File: src/rtl/dcp_tx_fmt.sv
// dcp_tx_fmt - transmit formatter and 8N1 UART serializer for the debug
// command processors.
//
// A byte request (type_tx=0) sends din_tx[7:0] as one raw character.
// A word request (type_tx=1) sends din_tx as eight uppercase hex ASCII
// characters, most significant nibble first. Characters go back to back
// on the line. ack_tx pulses for one cycle once the last stop bit has
// finished. busy stays high until the requester releases req_tx.
//
// Optional feature macro: DCP_TX_SPACE_EN
//   defined   -> word mode appends an ASCII space (0x20), 9 characters/word
//   undefined -> word mode sends exactly 8 characters
//
// Parameters:
//   CLK_FREQ  clock frequency in Hz
//   BAUD      line rate; DIV = CLK_FREQ/BAUD cycles per bit (DIV >= 2)
//
// Ports:
//   clk      in   single clock, rising edge
//   rst      in   synchronous active-high reset
//   req_tx   in   level request, held until ack_tx is seen
//   type_tx  in   0 = raw byte, 1 = hex word
//   din_tx   in   32-bit payload (byte mode uses [7:0])
//   ack_tx   out  one-cycle completion pulse
//   tx       out  UART line, idle high
//   busy     out  high from accept until the handshake is released
module dcp_tx_fmt #(
  parameter int CLK_FREQ = 100_000_000,
  parameter int BAUD     = 9600
) (
  input  logic        clk,
  input  logic        rst,
  input  logic        req_tx,
  input  logic        type_tx,
  input  logic [31:0] din_tx,
  output logic        ack_tx,
  output logic        tx,
  output logic        busy
);

  localparam int DIV = CLK_FREQ / BAUD;
  localparam int TW  = (DIV > 2) ? $clog2(DIV) : 1;
  localparam logic [TW-1:0] TIMER_LAST = TW'(DIV - 1);

`ifdef DCP_TX_SPACE_EN
  localparam logic [3:0] WORD_LAST = 4'd8;
`else
  localparam logic [3:0] WORD_LAST = 4'd7;
`endif

  typedef enum logic [2:0] {
    S_IDLE,
    S_LOAD,
    S_START,
    S_DATA,
    S_STOP,
    S_ACK,
    S_RELEASE
  } state_t;

  state_t        state_q, state_d;
  logic [TW-1:0] timer_q, timer_d;
  logic [2:0]    bit_q, bit_d;
  logic [3:0]    char_q, char_d;
  logic          mode_q, mode_d;
  logic [31:0]   data_q, data_d;
  logic [7:0]    shreg_q, shreg_d;
  logic          tx_q, tx_d;
  logic          ack_q, ack_d;
  logic          busy_q, busy_d;

  function automatic logic [7:0] hex_ascii(input logic [3:0] n);
    if (n < 4'd10) begin
      return 8'h30 + {4'h0, n};
    end
    return 8'h37 + {4'h0, n};
  endfunction

  // Character table for word mode; slot 8 is the optional trailing space.
  logic [7:0] word_chars [0:8];

  genvar gi;
  generate
    for (gi = 0; gi < 8; gi++) begin : g_hex
      assign word_chars[gi] = hex_ascii(data_q[31-4*gi -: 4]);
    end
  endgenerate
  assign word_chars[8] = 8'h20;

  logic       timer_last;
  logic [3:0] last_idx;
  logic [3:0] sel_idx;
  logic [7:0] sel_char;

  assign timer_last = (timer_q == TIMER_LAST);
  assign last_idx   = mode_q ? WORD_LAST : 4'd0;

  // During the last stop-bit cycle the following character is selected,
  // so the next start bit follows the stop bit with no gap.
  assign sel_idx = (state_q == S_STOP) ? (char_q + 4'd1) : char_q;

  always_comb begin
    sel_char = data_q[7:0];
    if (mode_q) begin
      sel_char = (sel_idx > 4'd8) ? 8'h20 : word_chars[sel_idx];
    end
  end

  always_comb begin
    state_d = state_q;
    timer_d = timer_q;
    bit_d   = bit_q;
    char_d  = char_q;
    mode_d  = mode_q;
    data_d  = data_q;
    shreg_d = shreg_q;
    busy_d  = busy_q;
    tx_d    = 1'b1;
    ack_d   = 1'b0;

    // Line and ack are registered from the current state, so they trail the
    // state by one cycle: the start bit appears two cycles after accept.
    case (state_q)
      S_START: tx_d  = 1'b0;
      S_DATA:  tx_d  = shreg_q[0];
      S_ACK:   ack_d = 1'b1;
      default: ;
    endcase

    case (state_q)
      S_IDLE: begin
        if (req_tx) begin
          mode_d  = type_tx;
          data_d  = din_tx;
          busy_d  = 1'b1;
          char_d  = 4'd0;
          state_d = S_LOAD;
        end
      end
      S_LOAD: begin
        shreg_d = sel_char;
        timer_d = '0;
        state_d = S_START;
      end
      S_START: begin
        timer_d = timer_last ? '0 : timer_q + 1'b1;
        if (timer_last) begin
          bit_d   = 3'd0;
          state_d = S_DATA;
        end
      end
      S_DATA: begin
        timer_d = timer_last ? '0 : timer_q + 1'b1;
        if (timer_last) begin
          shreg_d = {1'b0, shreg_q[7:1]};
          if (bit_q == 3'd7) begin
            state_d = S_STOP;
          end else begin
            bit_d = bit_q + 3'd1;
          end
        end
      end
      S_STOP: begin
        timer_d = timer_last ? '0 : timer_q + 1'b1;
        if (timer_last) begin
          if (char_q >= last_idx) begin
            state_d = S_ACK;
          end else begin
            char_d  = char_q + 4'd1;
            shreg_d = sel_char;
            state_d = S_START;
          end
        end
      end
      S_ACK: begin
        state_d = S_RELEASE;
      end
      S_RELEASE: begin
        // Holding here until req_tx drops stops a still-high request from
        // re-triggering a second frame.
        if (!req_tx) begin
          busy_d  = 1'b0;
          state_d = S_IDLE;
        end
      end
      default: begin
        state_d = S_IDLE;
      end
    endcase
  end

  always_ff @(posedge clk) begin
    if (rst) begin
      state_q <= S_IDLE;
      timer_q <= '0;
      bit_q   <= 3'd0;
      char_q  <= 4'd0;
      mode_q  <= 1'b0;
      data_q  <= 32'd0;
      shreg_q <= 8'd0;
      tx_q    <= 1'b1;
      ack_q   <= 1'b0;
      busy_q  <= 1'b0;
    end else begin
      state_q <= state_d;
      timer_q <= timer_d;
      bit_q   <= bit_d;
      char_q  <= char_d;
      mode_q  <= mode_d;
      data_q  <= data_d;
      shreg_q <= shreg_d;
      tx_q    <= tx_d;
      ack_q   <= ack_d;
      busy_q  <= busy_d;
    end
  end

  assign tx     = tx_q;
  assign ack_tx = ack_q;
  assign busy   = busy_q;

endmodule

File: config.mk
export PLATFORM = sky130hd
export DESIGN_NAME = dcp_tx_fmt
export DESIGN_NICKNAME = d
export VERILOG_FILES = /design/src/rtl/dcp_tx_fmt.sv
export SDC_FILE = /design/constraint.sdc
export NUM_CORES = 1
export LEC_CHECK = 0
export ABC_AREA = 1
export CAP_MARGIN = 10
export CORE_MARGIN = 5
export CORE_UTILIZATION = 50
export DETAILED_ROUTE_END_ITERATION = 16
export MAX_ROUTING_LAYER = met4
export PLACE_DENSITY_LB_ADDON = 0.1
export RECOVER_POWER = 100
export REMOVE_ABC_BUFFERS = 1
export SETUP_SLACK_MARGIN = 0.1
export SYNTH_ARGS = -nofsm -noshare
export SYNTH_HDL_FRONTEND = slang
export SYNTH_SLANG_ARGS = --single-unit
File: constraint.sdc
create_clock -name clk -period 5.59 [get_ports clk]
set_input_delay 1.118 -clock clk [delete_from_list [all_inputs] [get_ports clk]]
set_output_delay 1.118 -clock clk [all_outputs]
set_load 0.005 [all_outputs]
==> results of run 1 <==
==> critical path, stage by stage <==
cell and delay (ns):
dlygate4sd3_1 0.52, clkbuf_1 0.70, inv_1 0.67, clkbuf_1 0.46, o21ai_0 0.17, a21oi_1 0.06
==> through the flow <==
stage / utilization / setup slack (ns) / cells / instance area (sq um)
2_1_floorplan: - / 2.73 / 595 / 3970
3_3_place_gp: 0.558 / 2.65 / 742 / 4510
3_5_place_dp: 0.558 / 2.55 / 742 / 4510
4_1_cts: 0.582 / 2.90 / 758 / 4710
5_1_grt: 0.579 / 1.87 / 758 / 4680
6_report: 0.579 / 2.12 / 758 / 4680
==> worst min-delay path by stage <==
stage	depth (start not counted)	to	slack, ns	start
floorplan	2	shreg_q[7]	0.44	shreg_q[7]
global placement	2	shreg_q[7]	0.46	shreg_q[7]
detailed placement	2	shreg_q[7]	0.46	shreg_q[7]
CTS	2	timer_q[12]	0.49	timer_q[12]
global route	2	shreg_q[7]	0.52	shreg_q[7]
finish	2	shreg_q[7]	0.48	shreg_q[7]
==> flip-flops by register name (all words and copies together) (netlist names) <==
signal	flops
data_q	32
timer_q	14
tx	1
state_q	3
ack_tx	1
shreg_q	8
char_q	4
busy	1
bit_q	3
mode_q	1
==> report_power, final <==
| part | total [mW] | switching, mW | internal (mW) |
|---|---|---|---|
| clock | 0.413 | 0.205 | 0.208 |
| sequential | 0.694 | 0.0898 | 0.604 |
| combinational | 0.981 | 0.645 | 0.336 |
| total | 2.09 | 0.940 | 1.15 |
==> cell type report <==
| type | instances | area [sq um] |
|---|---|---|
| clock inverter | 7 | 75.1 |
| tap | 105 | 131 |
| timing repair buffer | 42 | 403 |
| inverter | 82 | 310 |
| fill | 827 | 3410 |
| sequential | 68 | 1360 |
| clock buffer | 9 | 124 |
| multi-input combinational | 445 | 2280 |
==> layout by cell type (no fill, tap or decap) <==
master           netlist  final
o21a_1                 1      1
inv_1                 77     77
o21bai_1               1      1
o21ai_0               73     74
a21oi_2                2      1
dlygate4sd3_1          0      4
buf_4                  1      2
clkbuf_8               0      9
clkdlybuf4s50_1        0     34
nand2_2                8      8
nand3_2                0      1
a21boi_0               1      1
inv_6                  0      1
o211a_1                1      1
inv_2                  4      4
nand3_4                2      2
xor2_1                 4      4
nor2_1                33     35
nand2_4                2      2
o22ai_1                8      8
clkbuf_1              12      2
nor2_2                 3      3
nand4_1                5      5
clkinv_2               0      2
nor3_1                 6      6
and2_1                 1      1
ha_1                  16     16
inv_4                  1      1
nand3_1               83     82
a21oi_1               72     73
o21ai_4                1      1
dfxtp_1               68     68
clkinv_4               0      3
nand2_1              117    117
o211ai_1               2      2
bufinv_16              0      1
==> logic make-up after synthesis <==
family	after synthesis	share of synthesized area
flip-flops	68	0.332
AO/OA/AOI/OAI	163	0.211
AND/OR/NAND/NOR	262	0.291
adder cells (fa/ha/maj)	16	0.0488
XOR/XNOR	4	0.00854
buffers and inverters	106	0.108
==> per-layer routing <==
layer,GRT usage,vias to the layer above
li1,-,2121
met1,0.238,1836
met2,0.339,71
met3,0.0263,16
met4,0.0829,0
met5,-,-
==> impl_metrics.tcl, run 1 <==
set metrics [dict create \
    nNetsFinal 700 \
    die_height_um 101 \
    drv_cap 0 \
    fmaxAchievable_ghz 0.288 \
    dieArea_sq_um 10100 \
    synthCells 619 \
    wl_met1_um 4340 \
    drt_iter0_drc 185 \
    clock_latency_ns 0.36 \
    max-clock-path-buffers 2 \
    wl_met3_um 363 \
    antenna_found_initial 0 \
    ys_top_cells_by_count "nand2_1 (117), nand3_1 (83), inv_1 (77)" \
    core_area_sq_um 8090 \
    synth.distinct_cells 32 \
    yosysTopAreaCell "dfxtp_1" \
    top_layer "met4" \
    synth_area_leaders "dfxtp_1 (33%), nand2_1 (11%), nand3_1 (10%)" \
    start_util 0.507 \
    synth_most_common_cell "nand2_1" \
    post_cts_buffers 0 \
    grt_pass1_vias 3760 \
    grt_pass1_wl_um 16100 \
    root_buffer "clkbuf_8" \
    antennaDiodeCount 0 \
    cts_hold_buf 0 \
    hold_slack_ns 0.484 \
    min_path_type "flip-flop to flip-flop" \
    fin_total_pwr_mw 2.09 \
    setup_viol 0 \
    io_pins 39 \
    ant_nets 0 \
    dpl.hpwl_um 6930 \
    r2r-end "shreg_q[3]" \
    post-route-period-util 0.622 \
    syn_avg_cell_area_sq_um 6.62 \
    overflow 0 \
    tightest_slew_ns 0.939 \
    crit_start "rst" \
    place.port_buffers 38 \
    area_growth_pct 14.2 \
    cts_made_buffers 9 \
    drive_gt1_frac 0.0628 \
    reg2reg_depth 13 \
    grt_usage 0.200 \
    rsz0062_at_grt "no" \
    die_w_um 101 \
    synth-async-reset-ratio 0 \
    rows 33 \
    drc_errors 0 \
    reg2reg_slack_ns 2.68 \
    cp_data_required_time_ns 5.81 \
    max-vdd-ir-drop_mv 0.196 \
    path_clk_slew_ns 0.07 \
    place_congestion 0.863 \
    yosysWarnings 0 \
    endpoint_kind "flip-flop" \
    hold_viol 0 \
    dr.pass1.iters 4 \
    leakage_nw 1.99 \
    critPathLaunchType "input pin" \
    cts_tree "done" \
    path_class "input pin to flip-flop" \
    syn_area_sq_um 4100 \
    arrival_ns 3.70 \
    p_per_area_nw_per_um2 446 \
    status "finished clean" \
    yosys_register_bits 68 \
    synth-edff-count 0 \
    slew_violations 0 \
    critPathCapture "data_q[14]" \
    tns_ns 0 \
    vias 4044 \
    synth_top_area_frac 0.332 \
    period_minus_slack_ns 3.47 \
    vias_per_cell 5.34 \
    synth-seq-area-share 0.332 \
    numClockSinks 68 \
    timing.slew.headroom 0.374 \
    critPathMaxFanout 31 \
    dr_wl_met2_um 4560 \
    synthFlopType "dfxtp_1" \
    wl_per_cell_um 12.5 \
    skew_ns 0.00884 \
    h-tree-depth 3 \
    wl_um 9470 \
    post_cts_resized 0 \
    grt_max_degree 58 \
    r2r-start "state_q[0]" \
]
Power figures use the tool's default switching activity.
==> run 2, diff against run 1 <==
==> constraint.sdc (replaced) <==
create_clock -name clk -period 3.15 [get_ports clk]
set_input_delay 0.63 -clock clk [delete_from_list [all_inputs] [get_ports clk]]
set_output_delay 0.63 -clock clk [all_outputs]
set_load 0.005 [all_outputs]
==> run 2 against run 1 <==
Sequential power grew 77%. Critical endpoint is now data_q[17]. Cell area grew 0.21%. Critical path depth is the same. Critical path type unchanged. Sequential share of layout area shrank 0.062 points. Hold slack lost 0.017 ns. Clock power grew 100%. Utilization grew 0.12 points. Sequential cell count is the same. Non-clock buffer count is the same.
==> impl_metrics.tcl, run 2 (synthesized netlist as in run 1, its figures left out) <==
set metrics [dict create \
    status "finished clean" \
    cts_tree "done" \
    vias_per_cell 5.35 \
    post_cts_resized 0 \
    grt_pass1_wl_um 16100 \
    wl_per_cell_um 12.5 \
    final_common_cell "nand2_1" \
    dr.pass1.iters 4 \
    min_path_type "flip-flop to flip-flop" \
    setup_slack_ns 0.526 \
    max-vdd-ir-drop_mv 0.366 \
    clock_latency_ns 0.34 \
    tightest_slew_ns 0.978 \
    core_area_sq_um 8090 \
    max-clock-path-buffers 2 \
    critPathMaxStageDelay_ns 0.73 \
    cp_cell_sequence "dlygate4sd3_1 -> clkbuf_1 -> inv_1 -> clkbuf_2 -> o21ai_0 -> a21oi_1" \
    numClockSinks 68 \
    endpoint_kind "flip-flop" \
    start_util 0.507 \
    setup_viol 0 \
    place.port_buffers 38 \
    swShare 0.435 \
    drv_cap 0 \
    slew_violations 0 \
    wl_um 9490 \
    drt_iter0_drc 197 \
    ant_nets 0 \
    path_clk_slew_ns 0.08 \
    drive_gt1_frac 0.0613 \
    rsz0062_at_grt "no" \
    cts_hold_buf 0 \
    cts_made_buffers 9 \
    period_minus_slack_ns 2.62 \
    skew_ns 0.00527 \
    die_w_um 101 \
    place_congestion 0.899 \
    fin_cells 758 \
    antenna_found_initial 0 \
    fmaxAchievable_ghz 0.381 \
    die_height_um 101 \
    final_cell_mix "nand2_1 (118), nand3_1 (84), inv_1 (77)" \
    p_int_mw 2.14 \
    overflow 0 \
    post-route-period-util 0.833 \
    largest_register "data_q" \
    p_seq_frac 0.323 \
    p_per_area_nw_per_um2 809 \
    vias 4057 \
    clockPowerShare 0.218 \
    io_pins 39 \
    grt_usage 0.198 \
    dieArea_sq_um 10100 \
    p_sw_mw 1.65 \
    reg_top3 "data_q x32, timer_q x14, shreg_q x8" \
    nNetsFinal 700 \
    combPwrFrac 0.459 \
    tns_ns 0 \
    leakage_nw 2.00 \
    area_growth_pct 14.5 \
    grt_max_degree 51 \
    path_delay_family "buffers and inverters" \
    grt_pass1_vias 3784 \
    dpl.hpwl_um 6980 \
    path_class "input pin to flip-flop" \
    largest_register_ffs 32 \
    post-place-cells 742 \
    critPathMaxFanout 47 \
    arrival_ns 2.85 \
    timing.slew.headroom 0.348 \
    crit_buf_inv 4 \
    hold_viol 0 \
    root_buffer "clkbuf_8" \
    drc_errors 0 \
    critPathLaunchType "input pin" \
    crit_slowest_cell "clkbuf_1" \
    place_ws_ns 0.854 \
    post_cts_buffers 0 \
    antennaDiodeCount 0 \
    cp_data_required_time_ns 3.38 \
    rows 33 \
    h-tree-depth 3 \
]
[run 2: changes by cell type in the layout (fill, tap and decap cells not counted), moves of 2 or more]
cell      change
clkinv_4      -3
nor2_1        -2
nand3_1       +2
nor2_4        +2
nand3_4       -2
[run 2: stage by stage]
step | utilization | power (mW) | cell area [sq um] | hold WS (ns)
3_5_place_dp | 0.559 | 3.03 | 4530 | 0.457
4_1_cts | 0.587 | 3.85 | 4750 | 0.469
3_3_place_gp | 0.559 | 3.00 | 4530 | 0.453
6_report | 0.580 | 3.80 | 4690 | 0.467
2_1_floorplan | - | 2.54 | 3970 | 0.439
5_1_grt | 0.580 | 4.14 | 4690 | 0.493
[run 2: layout make-up]
cell class	count	area [sq um]
clock buffers	10	138
clock inverters	6	86.3
fillers	848	3400
inverters	82	310
multi-input cells	445	2250
flip-flops and latches	68	1360
well taps	105	131
repair buffers	42	417
[run 2: routing by layer]
| metal | wire (um) | GRT usage | part of all wire | vias to the layer above |
|---|---|---|---|---|
| met5 | 0 | - | 0 | - |
| met4 | 111 | 0.0549 | 0.012 | 0 |
| met3 | 375 | 0.0367 | 0.040 | 11 |
| met2 | 4560 | 0.343 | 0.48 | 89 |
| met1 | 4440 | 0.235 | 0.47 | 1842 |
| li1 | - | - | - | 2115 |
[run 2: worst min-delay path, delay by kind of cell (launching register included)]
kind             cells  cell delay (ns)
flip-flops           1             0.32
AND/OR/NAND/NOR      1             0.06
AO/OA/AOI/OAI        1             0.05
[run 2: final timing paths]
path / start / to / slack, ns / depth (start not counted)
worst max-delay path: rst / data_q[17] / 0.53 / 6
worst min-delay path: shreg_q[7] / shreg_q[7] / 0.47 / 2
worst max register to register: state_q[2] / timer_q[7] / 0.54 / 7
worst min register to register: shreg_q[7] / shreg_q[7] / 0.47 / 2
[run 2: power by group through the flow]
| stage | logic (mW) | clock network, mW | registers, mW |
|---|---|---|---|
| after floorplan | 1.32 | 0 | 1.22 |
| after global placement | 1.75 | 0 | 1.25 |
| final | 1.74 | 0.827 | 1.23 |
| after detailed placement | 1.78 | 0 | 1.25 |
| after CTS | 1.78 | 0.839 | 1.23 |
| after global routing | 2.00 | 0.880 | 1.26 |
==> edit, RTL diff (settings of run 2) <==
Take the reset off `data_q` and `shreg_q` and load them in a clocked block of their own.
--- a/src/rtl/dcp_tx_fmt.sv
+++ b/src/rtl/dcp_tx_fmt.sv
@@ -196,8 +196,6 @@
       bit_q   <= 3'd0;
       char_q  <= 4'd0;
       mode_q  <= 1'b0;
-      data_q  <= 32'd0;
-      shreg_q <= 8'd0;
       tx_q    <= 1'b1;
       ack_q   <= 1'b0;
       busy_q  <= 1'b0;
@@ -207,14 +205,17 @@
       bit_q   <= bit_d;
       char_q  <= char_d;
       mode_q  <= mode_d;
-      data_q  <= data_d;
-      shreg_q <= shreg_d;
       tx_q    <= tx_d;
       ack_q   <= ack_d;
       busy_q  <= busy_d;
     end
   end
 
+  always_ff @(posedge clk) begin
+    data_q  <= data_d;
+    shreg_q <= shreg_d;
+  end
+
   assign tx     = tx_q;
   assign ack_tx = ack_q;
   assign busy   = busy_q;
Behaviour: no difference found for any inputs over 10 cycles, from zero or initial values and one cycle with rst high; that may be too few to reach the edited logic, so the function may still have changed.
==> edit against run 2 <==
Non-clock buffer count decreased by 1; the flow now finishes with violations (capacitance limit, slew limit); first-iteration DRC count decreased by 27%; synthesized area increased by 1.5%; core utilization decreased by 0.081 points; cell area increased by 0.88%; power decreased by 9.0%; sequential power increased by 11%; setup slack got worse by 120 ps; critical endpoint is now data_q[30]$_DFFE_PP_; sequential cell count unchanged; die area increased by 1.3%; final cell count decreased by 7.3%; via count decreased by 7.7%; wire length decreased by 2.5%; global-route usage decreased by 0.26 points.
==> edit: results (changes against run 2) <==
| Metric | Value |
|---|---|
| Failing checks | `capacitance limit, slew limit` |
| # placed instances | `687 (was 742)` |
| Largest net degree at the start of global routing | `33 (was 51)` |
| Pins Over Slew Limit | `33 (was 0)` |
| EDFF count, synth | `40 (was 0)` |
| CP Data Arrival Time | `2680 ps (was 2850 ps)` |
| Drt wl/cell | `13.2 um (was 12.5 um)` |
| Unique cell type count in the Yosys netlist | `41 (was 32)` |
| Worst R2R Start | `state_q[1]$_SDFFE_PP0P_ (was state_q[2]$_SDFFE_PP0P_)` |
| Max Cap Viol | `1 (was 0)` |
| WHS Endpoint | `busy$_SDFFE_PP0P_ (was shreg_q[7]$_SDFFE_PP0P_)` |
| Pre-CTS setup slack | `647 ps (was 854 ps)` |
| Min Hold Slack | `464 ps (was 467 ps)` |
| Met1 GRT Util | `0.246 (was 0.235)` |
| R2R Path End | `shreg_q[4]$_DFFE_PP_ (was timer_q[7]$_SDFFE_PP0P_)` |
| Vias | `3743 (was 4057)` |
| Post-route setup slack | `409 ps (was 526 ps)` |
| Proportion of layout cells with a drive suffix above 1 | `0.0535 (was 0.0613)` |
| Syn avg cell area | `7.53 um2 (was 6.62 um2)` |
| Top fanout value on the critical path | `32 (was 47)` |
| Setup crit start | `req_tx (was rst)` |
| Outcome | `complete, but fails checks (was finished, final reports clean)` |
| Met2 usage in global routing | `0.311 (was 0.343)` |
| First-pass GRT wire length | `15500 um (was 16100 um)` |
| Worst clock skew | `13.7 ps (was 5.27 ps)` |
| DRT iter0 DRCs | `144 (was 197)` |
| Hold wc startpoint | `busy$_SDFFE_PP0P_ (was shreg_q[7]$_SDFFE_PP0P_)` |
| Vias in the first global route | `3497 (was 3784)` |
| Grt met3 use | `0.0434 (was 0.0367)` |
| Sequential fraction of the synthesis area | `0.423 (was 0.332)` |
| # fillers | `756 (was 848)` |
| Gpl congestion | `0.948 (was 0.899)` |
| R2R Setup Slk | `460 ps (was 540 ps)` |
| Nets | `645 (was 700)` |
| FF-to-FF path depth | `12 (was 7)` |
| Top cells by area, synth | `edfxtp_1, dfxtp_1, nand2_1, nand3_1, inv_1 (was dfxtp_1, nand2_1, nand3_1, o21ai_0, a21oi_1)` |
| CP max stage delay | `1250 ps (was 730 ps)` |
| Synth cell count leaders | `nand2_1, inv_1, nand3_1, nor2_1, edfxtp_1 (was nand2_1, nand3_1, inv_1, o21ai_0, a21oi_1)` |
-- edit: cell count changes in the layout (fill, tap and decap cells not counted), sizes merged, moves of 6 or more --
cell	run 2	this run
a21oi	74	40
edfxtp	0	40
nand2	127	149
clkdlybuf4s50	34	1
inv	83	77
dfxtp	68	28
dlygate4sd3	4	37
o21ai	75	34
nand3	85	66
nor2	38	50
-- edit: area by class of cell --
type,count,share of cell area
tap,105,0.0277
clock inverter,5,0.00581
inverter,77,0.0613
multi-input combinational,396,0.420
clock buffer,11,0.0299
sequential,68,0.372
timing repair buffer,41,0.0835
-- edit: per-layer routing --
metal,part of all wire,up-vias
li1,-,1919
met1,0.45,1709
met2,0.47,103
met3,0.063,12
met4,0.013,0
met5,0,-
-- edit: how the worst max path moves through the flow --
stage                                   endpoint  slack (ps)
final                       data_q[30]$_DFFE_PP_         410
after global routing        shreg_q[4]$_DFFE_PP_         190
after CTS                   shreg_q[4]$_DFFE_PP_         630
after detailed placement    shreg_q[4]$_DFFE_PP_         650
after global placement      shreg_q[4]$_DFFE_PP_         740
after floorplan           char_q[1]$_SDFFE_PP0P_         310
-- edit: kinds of logic after synthesis --
group	count (synthesis)	synth area share
compound gates	89	0.121
xor+xnor	5	0.0105
fa+ha+maj	16	0.0481
buf+inv	89	0.0887
flops	68	0.423
simple gates	286	0.308
-- edit: per-stage QoR --
step                      utilization  cell area, um2
final                           0.579            4730
after global placement          0.565            4620
after floorplan                     -            4080
after CTS                       0.586            4790
after global routing            0.579            4730
after detailed placement        0.565            4620
-- edit: power breakdown --
| part | total [W] | internal (W) | switching, W | leakage [nW] |
|---|---|---|---|---|
| Clock | 0.000641 | 0.000303 | 0.000338 | 0.0871 |
| Combinational | 0.00145 | 0.000476 | 0.000976 | 1.36 |
| Sequential | 0.00136 | 0.00122 | 0.000143 | 0.607 |
